File: src/rtl/fetch_unit.sv
// Instruction fetch stage: credit-limited word requests to imem,
// in-order response buffering with PC, redirect flush and stale discard.
module fetch_unit #(
  parameter logic [31:0] RESET_PC   = 32'h0000_0000,
  parameter int unsigned FIFO_DEPTH = 4
) (
  input  logic        i_aclk,
  input  logic        i_reset,
  input  logic [31:0] i_br_addr,
  input  logic        i_br_valid,
  input  logic        i_fetch_en,
  output logic        o_imem_req,
  output logic [31:0] o_imem_addr,
  input  logic        i_imem_ready,
  input  logic        i_imem_rvalid,
  input  logic [31:0] i_imem_rdata,
  output logic [31:0] o_instr,
  output logic [31:0] o_pc,
  output logic        o_instr_valid,
  input  logic        i_decode_ready
);

  localparam int AW = $clog2(FIFO_DEPTH);
  localparam int CW = AW + 1;
  localparam logic [CW:0] DEPTH_C = (CW+1)'(FIFO_DEPTH);

  typedef logic [CW-1:0] cnt_t;

  logic [31:0] fetch_pc;
  cnt_t        inflight;
  cnt_t        discard;

  logic [31:0] pcq [FIFO_DEPTH];
  cnt_t        pcq_wr;
  cnt_t        pcq_rd;

  logic [31:0] fifo_instr [FIFO_DEPTH];
  logic [31:0] fifo_pc    [FIFO_DEPTH];
  cnt_t        wr_ptr;
  cnt_t        rd_ptr;

  cnt_t        fifo_count;
  logic [CW:0] used;
  logic        fifo_empty;
  logic        credit_ok;
  logic        accept;
  logic        rsp;
  logic        push;
  logic        pop;

  assign fifo_count = wr_ptr - rd_ptr;
  assign fifo_empty = (fifo_count == '0);
  assign used       = {1'b0, inflight} + {1'b0, fifo_count};
  assign credit_ok  = (used < DEPTH_C);

  assign o_imem_req  = i_fetch_en & credit_ok & ~i_br_valid & ~i_reset;
  assign o_imem_addr = fetch_pc;

  assign accept = o_imem_req & i_imem_ready;
  // A response with nothing outstanding is a protocol error and is ignored
  assign rsp    = i_imem_rvalid & (inflight != '0);
  assign push   = rsp & (discard == '0) & ~i_br_valid;
  assign pop    = o_instr_valid & i_decode_ready & ~i_br_valid;

  assign o_instr_valid = ~fifo_empty;
  assign o_instr = fifo_empty ? '0 : fifo_instr[rd_ptr[AW-1:0]];
  assign o_pc    = fifo_empty ? '0 : fifo_pc[rd_ptr[AW-1:0]];

  always_ff @(posedge i_aclk) begin
    if (i_reset) begin
      fetch_pc <= RESET_PC;
      inflight <= '0;
      discard  <= '0;
      pcq_wr   <= '0;
      pcq_rd   <= '0;
      wr_ptr   <= '0;
      rd_ptr   <= '0;
    end else begin
      if (i_br_valid)
        fetch_pc <= i_br_addr;
      else if (accept)
        fetch_pc <= fetch_pc + 32'd4;

      inflight <= inflight + cnt_t'(accept) - cnt_t'(rsp);
      if (accept) pcq_wr <= pcq_wr + cnt_t'(1);
      if (rsp)    pcq_rd <= pcq_rd + cnt_t'(1);

      // Everything still outstanding after this cycle belongs to the old path
      if (i_br_valid)
        discard <= inflight - cnt_t'(rsp);
      else if (rsp && discard != '0)
        discard <= discard - cnt_t'(1);

      if (i_br_valid) begin
        wr_ptr <= '0;
        rd_ptr <= '0;
      end else begin
        if (push) wr_ptr <= wr_ptr + cnt_t'(1);
        if (pop)  rd_ptr <= rd_ptr + cnt_t'(1);
      end
    end
  end

  always_ff @(posedge i_aclk) begin
    if (accept)
      pcq[pcq_wr[AW-1:0]] <= fetch_pc;
    if (push) begin
      fifo_instr[wr_ptr[AW-1:0]] <= i_imem_rdata;
      fifo_pc[wr_ptr[AW-1:0]]    <= pcq[pcq_rd[AW-1:0]];
    end
  end

endmodule
File: config.mk
export PLATFORM = sky130hd
export DESIGN_NAME = fetch_unit
export DESIGN_NICKNAME = d
export VERILOG_FILES = /design/src/rtl/fetch_unit.sv
export SDC_FILE = /design/constraint.sdc
export NUM_CORES = 1
export LEC_CHECK = 0
export CELL_PAD_IN_SITES_DETAIL_PLACEMENT = 0
export CELL_PAD_IN_SITES_GLOBAL_PLACEMENT = 1
export CORE_MARGIN = 3
export CORE_UTILIZATION = 49
export DETAILED_ROUTE_END_ITERATION = 12
export PLACE_DENSITY = 0.86
export SLEW_MARGIN = 20
export SYNTH_ARGS = -nofsm -noshare
export SYNTH_HDL_FRONTEND = slang
export SYNTH_SLANG_ARGS = --single-unit
File: constraint.sdc
create_clock -name i_aclk -period 5.2 [get_ports i_aclk]
set_input_delay 1.04 -clock i_aclk [delete_from_list [all_inputs] [get_ports i_aclk]]
set_output_delay 1.04 -clock i_aclk [all_outputs]
set_load 0.01 [all_outputs]
======== Yosys cells after proc, flatten, opt, wreduce, memory -nomap -nowiden ========
Memory sizes are Yosys's and may differ from the RTL's. A register that Yosys moved wholly into a read port is not among the register bits.
Cells that the tools add are included.
Widths: inputs -> output; s select.
operators by class
  add/sub/neg operators ................... 11
  order comparisons ....................... 1
  multiplexer cells ....................... 16
  bitwise logic cells ..................... 12
  reductions and logical operators ........ 8
operator list
  kind                   count
  $mux 32                4
  $add 32x3->32 const B  1
  $add 3x1->3 const B    4
  $mux 2                 6
  $and 1x1->1            9
  $logic_not 3->1        2
  $mux 3                 2
  $reduce_bool 3->1      2
  $sub 3x1->3            2
  $add 3x3->4            1
  $lt 4x3->1 const B     1
  $mux 1                 4
  $reduce_bool 2->1      2
  $add 3x1->3            1
  $not 1->1              3
  $sub 3x1->3 const B    1
  $sub 3x3->3            1
  $reduce_or 2->1        1
  $logic_and 1x1->1      1
storage, ports and cells
  bits in registers ....................... 50
  bits in writable memories ............... 384
  logic and storage cells ................. 58
  memories ................................ 3
memories
  name        words  bits a word  rd ports  clocked after memory_dff  wr ports  line  source
  fifo_instr  4      32           1         1                         1         37    logic [31:0] fifo_instr [FIFO_DEPTH];
  fifo_pc     4      32           1         1                         1         38    logic [31:0] fifo_pc [FIFO_DEPTH];
  pcq         4      32           1         1                         1         33    logic [31:0] pcq [FIFO_DEPTH];

======== Logic depth before layout (Yosys ltp) ========
Gate-level depths: netlist (run 1).
  depth in word-level cells ............... 9
  gate-level depth with buffers ........... 18
  gate-level depth less buffers ........... 17

======== Worst setup path before layout (run 1) ========
Ideal clock, no wire load.
  path type ............................... flip-flop to flip-flop
  start point ............................. reg wr_ptr[0]
  end point ............................... mem pcq[0][0], enable pin
  setup time .............................. 0.392 ns
  arrival time ............................ 3.479 ns
  required time ........................... 4.808 ns
  setup slack ............................. 1.329 ns
  stages on the path, launching flop included .. 13
  buffers on the path ..................... 3
  period minus slack after synthesis ...... 3.871 ns
  path through ............................ dfxtp_1 -> inv_1 -> ha_1 -> inv_1 -> fa_1 -> xnor3_1 -> ha_1 -> or4b_4 -> nor4b_4 -> buf_6 -> buf_4 -> buf_4 -> and2_1
between the ends
  longest elaborated chain between the ends .. 9
ends and longest elaborated chain
  element                       line  source
  start: declaration            39    cnt_t wr_ptr;
  start signal: assignment      98    if (push) wr_ptr <= wr_ptr + cnt_t'(1);
  $sub 3x3->3                   51    assign fifo_count = wr_ptr - rd_ptr;
  $add 3x3->4                   53    assign used = {1'b0, inflight} + {1'b0, fifo_count};
  $lt 4x3->1                    54    assign credit_ok = (used < DEPTH_C);
  $and 1x1->1 (3 in series)     56    assign o_imem_req = i_fetch_en & credit_ok & ~i_br_valid & ~i_reset;
  $and 1x1->1                   59    assign accept = o_imem_req & i_imem_ready;
  $mux 1                        105   if (accept)
  $mux 1 (implied by the code)  106   pcq[pcq_wr[AW-1:0]] <= fetch_pc;
  end: declaration              33
Every way passes these cells.

======== Final worst setup path (run 1) ========
  start point ............................. reg wr_ptr[0]
  end point ............................... out o_instr[0]
between the ends
  longest elaborated chain between the ends .. 3
ends and longest elaborated chain
  element           line  source
  $sub 3x3->3       51
  $logic_not 3->1   52    assign fifo_empty = (fifo_count == '0);
  $mux 32           66    assign o_instr = fifo_empty ? '0 : fifo_instr[rd_ptr[AW-1:0]];
  end: declaration  17    output logic [31:0] o_instr,
Every way passes these cells.

==> flow_metrics.env, run 1 <==
export IMPL_fin_skew_ps=23.3
export IMPL_internal_power_mw=6.29
export IMPL_dieArea_um2=37400
export IMPL_fin_nets=1200
export IMPL_crit_slowest_cell="or3b_2"
export IMPL_nFillCells=2507
export IMPL_cts_buffer_depth=3
export IMPL_outcome="completed"
export IMPL_crit_buf_inv=4
export IMPL_synth_seq_cells=436
export IMPL_cts_sinks=436
export IMPL_core_area_um2=34500
export IMPL_drive_gt1_share_pct=17.1
export IMPL_firstDrtPassIters=5
export IMPL_fmax_mhz=212
export IMPL_antennaDiodeCount=0
export IMPL_finalWeightedCongestion=0.767
export IMPL_yosys_most_used_dff="edfxtp_1"
export IMPL_power_static_leakage_nw=6.70
export IMPL_p_sw_share_pct=22.4
export IMPL_postSynthAreaPerCell_um2=18.6
export IMPL_worstPathMaxFanout=44
export IMPL_slew_limit_headroom_pct=33.0
export IMPL_routed_wl_um=34400
export IMPL_arrival_ps=3690
export IMPL_finalSetupViolations=0
export IMPL_cts_tree="built"
export IMPL_grt_overflow=0
export IMPL_start_util_pct=49.8
export IMPL_synth_distinct_cells=59
export IMPL_grt_max_degree=65
export IMPL_worstSetupEndpointType="primary output"
export IMPL_clkPwrFrac_pct=37.0
export IMPL_post_cts_resized=0
export IMPL_synthesis_area_um2=17200
export IMPL_max_stage_delay_ps=890
export IMPL_finalCritPeriodShare_pct=90.9
export IMPL_syn_nets=1016
export IMPL_die_h_um=193
export IMPL_h_tree_depth=2
export IMPL_vdd_drop_max_mv=0.223
export IMPL_power_density_nw_per_um2=389
export IMPL_grt_pass1_vias=9242
export IMPL_rsz0062_at_grt="false"
export IMPL_yosysSeqAreaShare_pct=73.0
export IMPL_hpwl_um=20400
export IMPL_drt_initial_drc_count=573
export IMPL_io_buffer_count=168
export IMPL_layout_commonest_cell="edfxtp_1"
export IMPL_hold_violations=0
export IMPL_fin_crit_ps=4730
export IMPL_viasPerCell=5.57
export IMPL_wire_per_inst_um=21.6
export IMPL_synth_top_cell_area_share_pct=67.0
export IMPL_syn_to_final_growth_pct=21.2
export IMPL_hold_buffers=0
export IMPL_p_sw_mw=1.82
export IMPL_cp_top_family="simple AND/OR/NAND/NOR gates"
export IMPL_worstPathCellList="inv_1 > ha_1 > inv_1 > fa_1 > or3b_2 > buf_4 > and2_1 > clkdlybuf4s50_1"
export IMPL_drv_cap=0
export IMPL_slew_violations=0
export IMPL_grt_usage_pct=18.4
export IMPL_total_power_mw=8.10
export IMPL_num_rows=68
export IMPL_clk_latency_ps=540
export IMPL_yosys_top_cells_area="edfxtp_1 67%, mux4_2 13%, dfxtp_1 6.0%"
export IMPL_hold_path_class="reg2reg"
export IMPL_clk_pin_slew_worst_paths_ps=70
export IMPL_cpMostUsedCell="inv_1"
export IMPL_cts_made_buffers=43
export IMPL_syn_inst=924
export IMPL_yosys_area_top_type="edfxtp_1"
export IMPL_crit_type="reg2out"
export IMPL_cts_root_buf="clkbuf_16"
export IMPL_critPathRequiredTime_ps=4160
export IMPL_synth_warning_count=0
export IMPL_die_width_um=193
export IMPL_grt_first_pass_wirelength_um=54100
export IMPL_antenna_found_initial=0
export IMPL_drc=0
export IMPL_worst_slew_pin_slew_ps=1010
export IMPL_async_reset_ff_share_pct=0
export IMPL_io_pins=169
export IMPL_layout_common_cells="384 x edfxtp_1, 168 x clkdlybuf4s50_1, 96 x mux4_2"
export IMPL_pwr_share_seq_pct=51.2
export IMPL_finalSetupTns_ps=0
export IMPL_vias=8886
export IMPL_synth_edf_count=384
export IMPL_antenna_left=0
export IMPL_power_frac_comb_pct=11.8
export IMPL_critPathLaunchType="register"
export IMPL_cts_setup_buffers=0
kinds of logic (layout without fill, tap and decap cells):
| logic type | after synthesis | in the layout | synth area share, % |
|---|---|---|---|
| simple gates | 205 | 205 | 6.96 |
| flops | 436 | 436 | 73.0 |
| buf+inv | 68 | 285 | 1.67 |
| mux | 106 | 106 | 13.2 |
| compound gates | 70 | 70 | 2.55 |
| xor+xnor | 18 | 18 | 0.996 |
| fa+ha+maj | 21 | 21 | 1.61 |
worst min-delay path: stages (launching register included):
cell,delay [ps]
dfxtp_1,340
nand2_1,70
a21oi_1,50
synthesized netlist by cell type, drive strengths merged, types with 2 or more instances:
master  instances
edfxtp        384
mux4           96
and2           77
dfxtp          52
nand2          35
nor2           31
clkbuf         26
inv            23
a21oi          22
buf            19
ha             19
xnor2          14
o21ai          13
nand4          12
nand3          11
a31oi           9
mux2i           8
a21o            6
nor4            6
nor3            5
o21a            5
and4            4
nor2b           4
a32oi           3
nand2b          3
or3b            3
xor2            3
a211oi          2
a221o           2
and3            2
fa              2
mux2            2
nand3b          2
nand4b          2
nor3b           2
o31a            2
through the flow:
step                cells  hold WS [ps]  utilization (%)  cell area [µm²]  setup WS, ps
floorplan             924           469                -            17200          1330
global placement     1518           489             56.4            19500          1110
global route         1596           562             60.4            20900           193
CTS                  1596           505             60.4            20900           412
detailed placement   1518           494             56.4            19500          1040
finish               1596           508             60.4            20900           474
final timing paths:
path	start	end	slack, ps	depth (start not counted)
min	pcq_wr[1]	pcq_wr[1]	510	2
max	wr_ptr[0]	o_instr[0]	470	8
min reg2reg	pcq_wr[1]	pcq_wr[1]	510	2
max reg2reg	wr_ptr[0]	inflight[2]	1180	17
power by group through the flow:
stage | Combinational [mW] | Clock [mW] | Sequential (mW)
after floorplan | 0.629 | 0 | 4.18
after global placement | 0.945 | 0 | 4.21
after detailed placement | 0.966 | 0 | 4.22
after CTS | 0.972 | 3.07 | 4.15
after global routing | 1.05 | 3.20 | 4.17
final | 0.953 | 3.00 | 4.15
layout make-up:
class / instances / area [µm²] / share of cell area, %
Tap cell: 455 / 569 / 2.73
Sequential cell: 436 / 12600 / 60.3
Clock buffer: 55 / 1220 / 5.83
Inverter: 23 / 86.3 / 0.414
Clock inverter: 23 / 165 / 0.792
Multi-Input combinational cell: 420 / 4360 / 20.9
Timing Repair Buffer: 184 / 1880 / 9.00
registers in the layout (all words and copies together), names as in the netlist, named ones only:
signal	count
fifo_instr	128
fifo_pc	128
pcq	128
o_imem_addr	32
discard	3
inflight	3
rd_ptr	3
wr_ptr	3
pcq_rd	2
pcq_wr	2
layer usage:
layer	vias to the layer above	track usage, %	share of wire [%]
met2	274	29.3	48
li1	4017	-	-
met3	41	3.59	5.7
met1	4554	26.7	44
met5	-	0	0
met4	0	4.82	2.1
Note: power is estimated with default switching activity, not from simulation.
==> run 2, diff against run 1 <==
RECOVER_POWER = 50   (was unset)
==> run 2 against run 1 <==
The run now ends with max-capacitance violations, max-slew violations left. Core utilization barely moved. First-iteration DRC count fell by 1.0%. Maximum frequency fell by 0.32%. Critical endpoint unchanged. Global-route usage did not move. Via count rose by 0.48%. Highest routed layer unchanged. Clock skew rose by 1.4 ps.
==> flow_metrics.env, run 2 (synthesized netlist as in run 1, its figures left out) <==
export IMPL_outcome="finished, violations left"
export IMPL_violations="max-capacitance violations, max-slew violations"
export IMPL_antenna_left=0
export IMPL_hold_end="pcq_wr[1]"
export IMPL_start_util_pct=49.8
export IMPL_routed_wl_um=34500
export IMPL_finalCritPeriodShare_pct=91.2
export IMPL_r2r_end="inflight[2]"
export IMPL_worstSetupEndpointType="primary output"
export IMPL_cts_buffer_depth=3
export IMPL_antenna_found_initial=0
export IMPL_grt_usage_pct=18.4
export IMPL_slew_violations=76
export IMPL_drt_initial_drc_count=567
export IMPL_finalWeightedCongestion=0.767
export IMPL_hold_path_class="reg2reg"
export IMPL_worst_slew_pin_slew_ps=2720
export IMPL_viasPerCell=5.59
export IMPL_hold_buffers=0
export IMPL_clk_pin_slew_worst_paths_ps=70
export IMPL_num_rows=68
export IMPL_cts_setup_buffers=0
export IMPL_slew_limit_headroom_pct=-81.4
export IMPL_drc=0
export IMPL_worstReg2RegStart="wr_ptr[0]"
export IMPL_grt_overflow=0
export IMPL_fin_crit_ps=4740
export IMPL_cts_root_buf="clkbuf_16"
export IMPL_rr_worst_depth=17
export IMPL_core_area_um2=34500
export IMPL_rsz0062_at_grt="false"
export IMPL_critPathLaunchType="register"
export IMPL_fmax_mhz=211
export IMPL_hpwl_um=20400
export IMPL_reg2reg_slack_ps=1180
export IMPL_grt_first_pass_wirelength_um=54100
export IMPL_die_width_um=193
export IMPL_critPathRequiredTime_ps=4160
export IMPL_post_cts_resized=0
export IMPL_hold_violations=0
export IMPL_grt_pass1_vias=9242
export IMPL_fin_skew_ps=24.8
export IMPL_io_pins=169
export IMPL_die_h_um=193
export IMPL_drv_cap=2
export IMPL_firstDrtPassIters=4
export IMPL_wire_per_inst_um=21.6
export IMPL_power_density_nw_per_um2=389
export IMPL_cts_made_buffers=43
export IMPL_grt_max_degree=65
export IMPL_critPathLaunch="wr_ptr[0]"
export IMPL_worst_slack_ps=459
export IMPL_fin_nets=1200
export IMPL_worstPathMaxFanout=44
export IMPL_h_tree_depth=2
export IMPL_hold_start="pcq_wr[1]"
export IMPL_io_buffer_count=168
export IMPL_clk_latency_ps=530
export IMPL_cts_tree="built"
export IMPL_syn_to_final_growth_pct=21.2
export IMPL_arrival_ps=3700
export IMPL_finalSetupTns_ps=0
export IMPL_vdd_drop_max_mv=0.223
export IMPL_dieArea_um2=37400
export IMPL_layout_commonest_cell="edfxtp_1"
export IMPL_layout_common_cells="384 x edfxtp_1, 102 x clkdlybuf4s50_1, 96 x mux4_2"
export IMPL_crit_type="reg2out"
export IMPL_drive_gt1_share_pct=16.9
export IMPL_power_static_leakage_nw=6.77
export IMPL_vias=8929
export IMPL_hold_depth=2
export IMPL_cts_sinks=436
export IMPL_dp_slack_ps=1040
export IMPL_finalSetupViolations=0
==> run 2: changes by cell type in the layout (fill, tap and decap cells not counted), sizes merged <==
cell	delta
buf	-2
clkbuf	+2
clkdlybuf4s50	-66
diode	+2
dlygate4sd3	+66
==> run 2: through the flow <==
stage | instance area [µm²] | cells | util, % | hold slack (ps) | power (mW)
final | 20900 | 1598 | 60.4 | 509 | 8.10
after global routing | 20800 | 1596 | 60.3 | 562 | 8.41
after CTS | 20900 | 1596 | 60.4 | 505 | 8.19
after detailed placement | 19500 | 1518 | 56.4 | 494 | 5.19
after global placement | 19500 | 1518 | 56.4 | 489 | 5.16
after floorplan | 17200 | 924 | - | 469 | 4.81
==> run 2: where the power goes <==
part	switching [mW]	leakage [nW]	internal [mW]
logic	0.462	2.19	0.487
clock network	1.25	0.683	1.75
registers	0.109	3.90	4.04
total	1.82	6.77	6.28
==> run 2: critical path: stages (launching register included) <==
cell	delay [ps]
dfxtp_1	430
inv_1	120
ha_1	210
inv_1	60
fa_1	430
or3b_2	900
buf_4	360
and2_1	150
clkdlybuf4s50_1	470
==> run 2: cell type report <==
class                   count  area (µm²)
clock inverters            23         165
multi-input cells         420        4360
well taps                 455         569
fillers                  2509       13700
flip-flops and latches    436       12600
clock buffers              55        1220
inverters                  23        86.3
repair buffers            184        1870
diodes                      2        5.00
==> run 2: worst max-delay path by stage <==
stage	end	slack (ps)	cells after the start
after floorplan	pcq[0][0]	1330	12
after global placement	o_pc[31]	1110	9
after detailed placement	o_instr[0]	1040	9
after CTS	o_instr[0]	410	8
after global routing	o_instr[0]	190	9
final	o_instr[0]	460	8
==> run 2: layer usage <==
| metal | share of wire [%] | global-route usage, % | vias up |
|---|---|---|---|
| li1 | - | - | 4020 |
| met1 | 45 | 26.7 | 4619 |
| met3 | 4.9 | 3.59 | 43 |
| met2 | 48 | 29.3 | 247 |
| met5 | 0 | 0 | - |
| met4 | 2.1 | 4.82 | 0 |
